===== src/rtl/dmem_port_arbiter.sv =====
// Arbitrates the single-port data memory between the core load/store path and
// the loader port; one access per cycle, read data returned one cycle after grant.
module dmem_port_arbiter #(
  parameter int ADDR_WIDTH = 32,
  parameter int DATA_WIDTH = 32,
  parameter int MAX_LOCK   = 8
) (
  input  logic                  clk,
  input  logic                  rst,
  input  logic                  c_req,
  input  logic                  c_we,
  input  logic [ADDR_WIDTH-1:0] c_addr,
  input  logic [DATA_WIDTH-1:0] c_wdata,
  output logic                  c_gnt,
  output logic                  c_rvalid,
  output logic [DATA_WIDTH-1:0] c_rdata,
  input  logic                  l_req,
  input  logic                  l_we,
  input  logic                  l_lock,
  input  logic [ADDR_WIDTH-1:0] l_addr,
  input  logic [DATA_WIDTH-1:0] l_wdata,
  output logic                  l_gnt,
  output logic                  l_rvalid,
  output logic [DATA_WIDTH-1:0] l_rdata,
  output logic                  mem_en,
  output logic                  mem_we,
  output logic [ADDR_WIDTH-1:0] mem_addr,
  output logic [DATA_WIDTH-1:0] mem_wdata,
  input  logic [DATA_WIDTH-1:0] mem_rdata,
  output logic                  core_stall
);

  localparam int CW = $clog2(MAX_LOCK + 1);

  typedef enum logic {
    PRIO_CORE,
    PRIO_LOADER
  } prio_t;

  typedef enum logic [1:0] {
    OWN_NONE,
    OWN_CORE,
    OWN_LOADER
  } owner_t;

  prio_t          r_prio;
  prio_t          w_prio_next;
  logic [CW-1:0]  r_lock_cnt;
  logic [CW-1:0]  w_lock_cnt_next;
  logic           r_l_gnt_last;
  owner_t         r_rd_owner;
  owner_t         w_rd_owner_next;

  logic           w_c_gnt;
  logic           w_l_gnt;
  logic           w_lock_force;
  logic           w_yield;
  logic           w_lock_full;

  assign w_lock_full = (r_lock_cnt == CW'(MAX_LOCK));

  // Grant decision; everything is held at zero while rst is asserted.
  always_comb begin
    w_c_gnt      = 1'b0;
    w_l_gnt      = 1'b0;
    w_yield      = 1'b0;
    w_lock_force = l_lock & l_req & r_l_gnt_last;
    if (!rst) begin
      if (w_lock_force) begin
        if (c_req && w_lock_full) begin
          w_c_gnt = 1'b1;
          w_yield = 1'b1;
        end else begin
          w_l_gnt = 1'b1;
        end
      end else if (c_req && l_req) begin
        if (r_prio == PRIO_CORE) w_c_gnt = 1'b1;
        else                     w_l_gnt = 1'b1;
      end else begin
        w_c_gnt = c_req;
        w_l_gnt = l_req;
      end
    end
  end

  // A forced yield also hands priority back to the loader so it resumes next.
  always_comb begin
    w_prio_next = r_prio;
    if ((c_req && l_req && !w_lock_force) || w_yield) begin
      w_prio_next = w_c_gnt ? PRIO_LOADER : PRIO_CORE;
    end

    w_lock_cnt_next = r_lock_cnt;
    if (w_c_gnt || !l_lock || !l_req) begin
      w_lock_cnt_next = '0;
    end else if (w_l_gnt && !w_lock_full) begin
      w_lock_cnt_next = r_lock_cnt + 1'b1;
    end

    w_rd_owner_next = OWN_NONE;
    if (w_c_gnt && !c_we) begin
      w_rd_owner_next = OWN_CORE;
    end else if (w_l_gnt && !l_we) begin
      w_rd_owner_next = OWN_LOADER;
    end
  end

  always_ff @(posedge clk) begin
    if (rst) begin
      r_prio       <= PRIO_CORE;
      r_lock_cnt   <= '0;
      r_l_gnt_last <= 1'b0;
      r_rd_owner   <= OWN_NONE;
    end else begin
      r_prio       <= w_prio_next;
      r_lock_cnt   <= w_lock_cnt_next;
      r_l_gnt_last <= w_l_gnt;
      r_rd_owner   <= w_rd_owner_next;
    end
  end

  assign c_gnt      = w_c_gnt;
  assign l_gnt      = w_l_gnt;
  assign core_stall = ~rst & c_req & ~w_c_gnt;

  assign mem_en    = w_c_gnt | w_l_gnt;
  assign mem_we    = w_c_gnt ? c_we    : (w_l_gnt ? l_we    : 1'b0);
  assign mem_addr  = w_c_gnt ? c_addr  : (w_l_gnt ? l_addr  : '0);
  assign mem_wdata = w_c_gnt ? c_wdata : (w_l_gnt ? l_wdata : '0);

  // Pending return is dropped if reset lands on the return cycle.
  assign c_rvalid = ~rst & (r_rd_owner == OWN_CORE);
  assign l_rvalid = ~rst & (r_rd_owner == OWN_LOADER);
  assign c_rdata  = c_rvalid ? mem_rdata : '0;
  assign l_rdata  = l_rvalid ? mem_rdata : '0;

endmodule


===== config.mk =====
export PLATFORM = sky130hd
export DESIGN_NAME = dmem_port_arbiter
export DESIGN_NICKNAME = d
export VERILOG_FILES = /design/src/rtl/dmem_port_arbiter.sv
export SDC_FILE = /design/constraint.sdc
export NUM_CORES = 1
export LEC_CHECK = 0
export CORE_AREA = 5 5 115 117
export CTS_CLUSTER_DIAMETER = 150
export CTS_CLUSTER_SIZE = 10
export DETAILED_ROUTE_END_ITERATION = 16
export DIE_AREA = 0 0 120 122
export GPL_TIMING_DRIVEN = 1
export MAX_ROUTING_LAYER = met4
export SLEW_MARGIN = 10
export SYNTH_ARGS = -nofsm -noshare
export SYNTH_HDL_FRONTEND = slang
export SYNTH_SLANG_ARGS = --single-unit

===== constraint.sdc =====
create_clock -name clk -period 4.53 [get_ports clk]
set_clock_uncertainty 0.15 [all_clocks]
set_input_delay 1.359 -clock clk [delete_from_list [all_inputs] [get_ports clk]]
set_output_delay 1.359 -clock clk [all_outputs]
set_load 0.03 [all_outputs]

# == After elaboration in Yosys (flattened, before gate mapping) ==
# Index checks and enable logic that the tools add are counted.
# word_totals
ff_bits,8
latch_bits,0
ramBits,0
mem_bits_ro,0
input_bits,167
output_inout_bits,135
wordCells,58
memories,0
# classes
n_addsub,1
multipliers,0
div_mod_pow,0
magnitude_cmp,0
eq_ne,3
shifts,0
n_mux,23
n_bitwise,9
n_reduce_logical,17
# ops
cell,n
$mux W32,6
$mux W1,16
$and A1 B1 Y1,6
$logic_and A1 B1 Y1,6
$logic_not A1 Y1,6
$add A4 B1 Y4 const B,1
$eq A4 B4 Y1 const B,1
$reduce_or A2 Y1,2
$logic_or A1 B1 Y1,3
$eq A2 B1 Y1 const B,1
$eq A2 B2 Y1 const B,1
$mux W2,1
$not A1 Y1,2
$or A1 B1 Y1,1

# == Longest topological paths before layout ==
# Gate-level depths: netlist of the first run.
# logic_depth
depth_word,8
mapped_depth,8
mapped_depth_nobuf,6

# == Worst setup path before layout of the first run ==
# OpenSTA, ideal clock, no wires.
# synth_timing
kind,input port to output port
startpoint,in rst
endpoint,out c_rdata[22]
arrival_time_ns,2.547
t_required_ns,3.021
setup_slack_ns,0.474
cell_stages,3
path_buffers,1
path_cell_list,nor3b_1 clkbuf_1 and2_1
# synth_via
elab_chain_cells,3
# synth_rtl
item,line_no,rtl
from (decl),9,"input logic rst,"
$not A1 Y1,132,assign c_rvalid = ~rst & (r_rd_owner == OWN_CORE);
$and A1 B1 Y1,132,
via c_rvalid,15,"output logic c_rvalid,"
$mux W32,134,assign c_rdata = c_rvalid ? mem_rdata : '0;
to (decl),16,"output logic [DATA_WIDTH-1:0] c_rdata,"
# The timed path passes the listed nets, and every way through them passes these cells.

# == Worst setup path after layout of the first run ==
# layout_timing
startpoint,in l_lock
endpoint,out mem_addr[17]
# layout_via
elab_chain_cells,6
elab_cells_between_ends,8
classes_between,6 x mux; 2 x bitwise
# layout_rtl
item,line_no,rtl
from (decl),19,"input logic l_lock,"
$and A1 B1 Y1 * (2 in series),67,w_lock_force = l_lock & l_req & r_l_gnt_last;
$mux W1,69,if (w_lock_force) begin
$mux W1,68,if (!rst) begin
$mux W32,128,assign mem_addr = w_c_gnt ? c_addr : (w_l_gnt ? l_addr : '0);
$mux W32 *,128,
to (decl),27,"output logic [ADDR_WIDTH-1:0] mem_addr,"
# Every way passes the cells marked *; elsewhere a longest branch is shown, timed or not.

==> impl_metrics.ini, run 1 <==
[setup_path]
slowest_delay_ns = 0.28
start_kind = primary input
worstSetupEndpointType = primary output
slowest_stage = dlygate4sd2_1
cp.required_ns = 3.02
critPathArrivalTime_ns = 2.98
path_cells = dlygate4sd2_1 > a21o_1 > buf_4 > a31oi_4 > buf_4 > buf_12 > a22o_1 > buf_12
cp_max_fo = 24
path_class = primary input to primary output

[route]
ant_nets = 0
post-route-drc-count = 0
viasPerCell = 4.20
drt_wl_total_um = 11800
first_iter_violations = 110
vias = 2734
dr.pass1.iters = 4
wire_per_inst_um = 18.2

[global_routing]
grt_usage = 0.147
grt_overflow = 0
grt_pass1_wl_um = 16400
grt_pass1_vias = 2875
antenna_found_initial = 0
grt_max_degree = 34

[timing]
finalSetupViolCount = 0
fin_ws_ns = 0.0392
slew_viol_final = 0
fmax_ghz = 0.223
hold_viol_final = 0
period_needed_ns = 4.49
worstMarginPinSlew_ns = 0.306
fin_crit_sh = 0.991
relSlewSlack = 0.797

[placement]
post-dp-hpwl_um = 9980
place_inst = 644
dpl-instance-area_um2 = 4680
port_buffers = 301
pre_cts_slack_ns = -0.129
gp_congestion = 0.883

[yosys]
syn_nets = 366
synth_edf_count = 0
synth_compound_area_frac = 0.440
yosys_warnings = 0
synth_mux_area_frac = 0.0147
synthAdderAreaFrac = 0.0164
synth.most_common_cell = a22o_1
ys_types = 31
avgSynthCellArea_um2 = 7.75
synthCells = 197
synthSimpleGateAreaFrac = 0.339
yosysTopAreaCellShare = 0.373
netlist_area_um2 = 1530
yosysTopAreaCell = a22o_1
synth_area_leaders = a22o_1, and2_1, dfxtp_1, buf_2, and3_1
synthTopCellsByCount = a22o_1, and2_1, buf_2
yosys.area_share.xor_xnor = 0.0115
synth-seq-cells = 8
dominantRegCellSynth = dfxtp_1
async_flop_share = 0
ys_seq_area_frac = 0.105
synth_top_family_by_area = compound AO/OA/AOI/OAI gates

[cells_and_area]
final_layout_size_suffix_gt1_frac = 0.340
final_cell_area_um2 = 4840
area_growth_pct = 217
nets = 671
fin_cells = 651
post-route-util = 0.395

[power]
power_switching_uw = 253
p_per_area_nw_per_um2 = 145
internal_power_uw = 451
p_leak_uw = 0.00224
ir_drop_uv = 83.3
power.clock.fraction = 0.212
p_seq_frac = 0.106
switching_share = 0.359
combPwrFrac = 0.683

[floorplanning]
io_pins = 302
coreArea_um2 = 12300
rows = 41
dieWidth_um = 120
start_util = 0.125
die_h_um = 122
die-area_um2 = 14600

[min_path]
holdCritPathClass = register to register

[outcome]
status = complete, no violations

[clocking]
cts.clk_slew.worst_paths_ns = 0.04
cts_buffer_depth = 2
clock-sinks = 8
clock_latency_ns = 0.23
cts_hold_buffers = 0
cts_max_level = 1
cts_tree = yes
cts_buffers = 3
clock-root-buffer = clkbuf_16

[flow_run]
max_cap_viol_count = 0
[registers in the layout (all words and copies together) (netlist names)]
signal        flops
r_lock_cnt        4
r_l_gnt_last      1
r_rd_owner        2
r_prio            1
[power groups by stage]
stage                     combinational (µW)  sequential, µW  clock (µW)
after floorplan                          186            74.9           0
after global placement                   469            75.4           0
after detailed placement                 471            75.4           0
after CTS                                485            74.3         154
after global routing                     501            74.6         157
final                                    480            74.5         149
[critical path: cells and delay by family]
kind | cells | cell delay (ns)
compound gates | 3 | 0.70
buf+inv | 5 | 0.90
[routing by layer]
metal	GRT usage	up-vias	wire length, µm
li1	-	1341	-
met1	0.183	1269	4810
met2	0.256	110	6280
met3	0.0227	14	595
met4	0.0222	0	135
met5	-	-	0
[through the flow]
step	power [µW]	hold WS, ns	TNS (ns)
after floorplan	261	0.370	0
after global placement	544	0.427	-3.03
after detailed placement	546	0.426	-4.36
final	704	0.435	0
after CTS	713	0.434	0
after global routing	733	0.489	-0.00666
[what timing repair did]
action,in CTS,in global routing
setup buffers,2,1
resized for setup,7,4
cloned,1,0
endpoints found under the setup margin,65,36
pin swaps,2,3
[cell type report]
| type | instances | area [µm²] |
|---|---|---|
| flip-flops and latches | 8 | 160 |
| multi-input cells | 166 | 1320 |
| repair buffers | 320 | 3090 |
| well taps | 150 | 188 |
| inverters | 3 | 11.3 |
| clock buffers | 3 | 75.1 |
| fillers | 1222 | 7420 |
| diodes | 1 | 2.50 |
[cell families after synthesis]
| logic type | Yosys count |
|---|---|
| AND/OR/NAND/NOR | 84 |
| AO/OA/AOI/OAI | 76 |
| buffers and inverters | 23 |
| flip-flops | 8 |
| XOR/XNOR | 2 |
| multiplexers | 2 |
| adder cells (fa/ha/maj) | 2 |
[final timing paths]
| check | startpoint | endpoint | slack (ns) | depth (start not counted) |
|---|---|---|---|---|
| max | l_lock | mem_addr[17] | 0.04 | 8 |
| min | r_prio | r_prio | 0.44 | 3 |
| max reg2reg | r_lock_cnt[0] | r_lock_cnt[1] | 2.61 | 6 |
| min reg2reg | r_prio | r_prio | 0.44 | 3 |
[cell usage in the layout (no fill, tap or decap), drive strengths merged]
cell type      Yosys  final
clkdlybuf4s50      0    163
buf               14    153
a22o              65     65
and2              64     64
dfxtp              8      8
and3               4      4
inv                3      3
nor2b              3      3
clkbuf             6      3
a21oi              3      3
a211oi             3      3
nand3              2      2
nor3b              2      2
nor2               2      2
mux2               2      2
ha                 2      2
dlymetal6s2s       0      2
dlygate4sd2        0      2
nand2b             2      2
nand2              2      2
diode              0      1
and3b              1      1
a21o               1      1
a31oi              1      1
o31ai              1      1
or2                1      1
xnor2              1      1
o211a              1      1
nand4              1      1
o21ai              1      1
xor2               1      1
Power figures use the tool's default switching activity.
==> inputs of run 2 (changes only) <==
- CAP_MARGIN: unset -> 20
- MAX_ROUTING_LAYER: met4 -> unset
==> run 2 against run 1 <==
Non-clock buffer count unchanged. Hold slack about the same. Clock power about the same. Critical path type unchanged. Largest cell class unchanged.
==> impl_metrics.ini, run 2 (synthesis results as in run 1) <==
[power]
p_seq_frac = 0.106
p_per_area_nw_per_um2 = 145
switching_share = 0.359
internal_power_uw = 451
p_leak_uw = 0.00224
power_switching_uw = 252
combPwrFrac = 0.683
power.clock.fraction = 0.211
ir_drop_uv = 82.2

[clocking]
cts_buffers = 3
clock_latency_ns = 0.23
clock-sinks = 8
cts_tree = yes
cts.clk_slew.worst_paths_ns = 0.04
cts_buffer_depth = 2
clock-root-buffer = clkbuf_16
cts_max_level = 1

[timing]
fin_crit_sh = 0.991
holdWs_ns = 0.435
period_needed_ns = 4.49
hold_viol_final = 0
slew_viol_final = 0
relSlewSlack = 0.797
fmax_ghz = 0.223
worstMarginPinSlew_ns = 0.306
finalSetupViolCount = 0

[setup_path]
endpoint = mem_addr[17]
cp_max_fo = 24
critPathArrivalTime_ns = 2.98
start_kind = primary input
path_class = primary input to primary output
r2r_slack_ns = 2.61
cp.required_ns = 3.02
cp-startpoint = l_lock
worstSetupEndpointType = primary output
r2r_start = r_lock_cnt[0]
worstReg2RegEnd = r_lock_cnt[1]
r2r_cells = 6

[route]
vias = 2711
ant_nets = 0
wire_per_inst_um = 18.1
post-route-drc-count = 0
drt_wl_total_um = 11800
viasPerCell = 4.16
first_iter_violations = 122
dr.pass1.iters = 6

[cells_and_area]
layout_commonest_cell = clkdlybuf4s50_1
largestRegisters = r_lock_cnt x4, r_rd_owner x2
largest_register_ffs = 4
area_growth_pct = 217
nets = 671
final_layout_size_suffix_gt1_frac = 0.340
post-route-util = 0.395
mostFrequentLayoutCells = clkdlybuf4s50_1, buf_4, and2_1, a22o_1, buf_12
regMostFlops = r_lock_cnt
final_cell_area_um2 = 4840

[min_path]
holdCritPathClass = register to register

[placement]
port_buffers = 301
dpl-instance-area_um2 = 4680
post-dp-hpwl_um = 9980
gp_congestion = 0.869

[outcome]
status = complete, no violations

[global_routing]
grt_pass1_vias = 2868
grt_overflow = 0
grt_usage = 0.143
antenna_found_initial = 0
grt_pass1_wl_um = 16400
grt_max_degree = 34

[floorplanning]
die-area_um2 = 14600
rows = 41
die_h_um = 122
coreArea_um2 = 12300
io_pins = 302
dieWidth_um = 120
start_util = 0.125

[flow_run]
max_cap_viol_count = 0
## run 2: cell counts in the layout (fill, tap and decap cells not counted)
Identical to the previous run, type by type.
## run 2: per-layer routing
| metal | GRT usage | vias to the layer above | wire, µm | share of wire |
|---|---|---|---|---|
| li1 | - | 1342 | - | - |
| met1 | 0.178 | 1256 | 4740 | 0.40 |
| met2 | 0.256 | 103 | 6300 | 0.54 |
| met3 | 0.0330 | 10 | 632 | 0.054 |
| met4 | 0.0200 | 0 | 96 | 0.0082 |
| met5 | 0 | - | 0 | 0 |
## run 2: how the worst min path moves through the flow
| stage | startpoint | end | cells past startpoint |
|---|---|---|---|
| 3_3_place_gp | r_prio | r_prio | 3 |
| 2_1_floorplan | r_prio | r_prio | 2 |
| 4_1_cts | r_prio | r_prio | 2 |
| 6_report | r_prio | r_prio | 3 |
| 5_1_grt | r_prio | r_prio | 2 |
| 3_5_place_dp | r_prio | r_prio | 2 |
## run 2: repair_timing
action / 4_1_cts / 5_1_grt
hold endpoints to repair: 0 / 0
cloned: 1 / 0
hold buffers: 0 / 0
buffers inserted: 2 / 1
setup endpoints to repair: 65 / 36
resized for setup: 7 / 4
pin swaps: 2 / 3
## run 2: critical path, cell delays in order
cell,delay [ns]
dlygate4sd2_1,0.28
a21o_1,0.21
buf_4,0.14
a31oi_4,0.24
buf_4,0.17
buf_12,0.16
a22o_1,0.25
buf_12,0.14
## run 2: area by class of cell
cell class / count / area [µm²]
antenna: 1 / 2.50
clock buffer: 3 / 75.1
fill: 1222 / 7420
inverter: 3 / 11.3
multi-input combinational: 166 / 1320
sequential: 8 / 160
tap: 150 / 188
timing repair buffer: 320 / 3090
## run 2: stage by stage
step	setup WS, ns	power [µW]	instances	TNS [ns]
finish	0.0409	703	651	0
global route	-0.00505	733	650	-0.00666
CTS	0.000607	713	650	0
detailed placement	-0.129	546	644	-4.36
global placement	-0.104	544	644	-3.03
floorplan	0.474	261	197	0
## run 2: power groups by stage
stage                     Combinational [µW]  Sequential (µW)  Clock, µW
after global placement                   469             75.4          0
final                                    480             74.5        148
after CTS                                485             74.3        154
after floorplan                          186             74.9          0
after detailed placement                 471             75.4          0
after global routing                     502             74.6        157
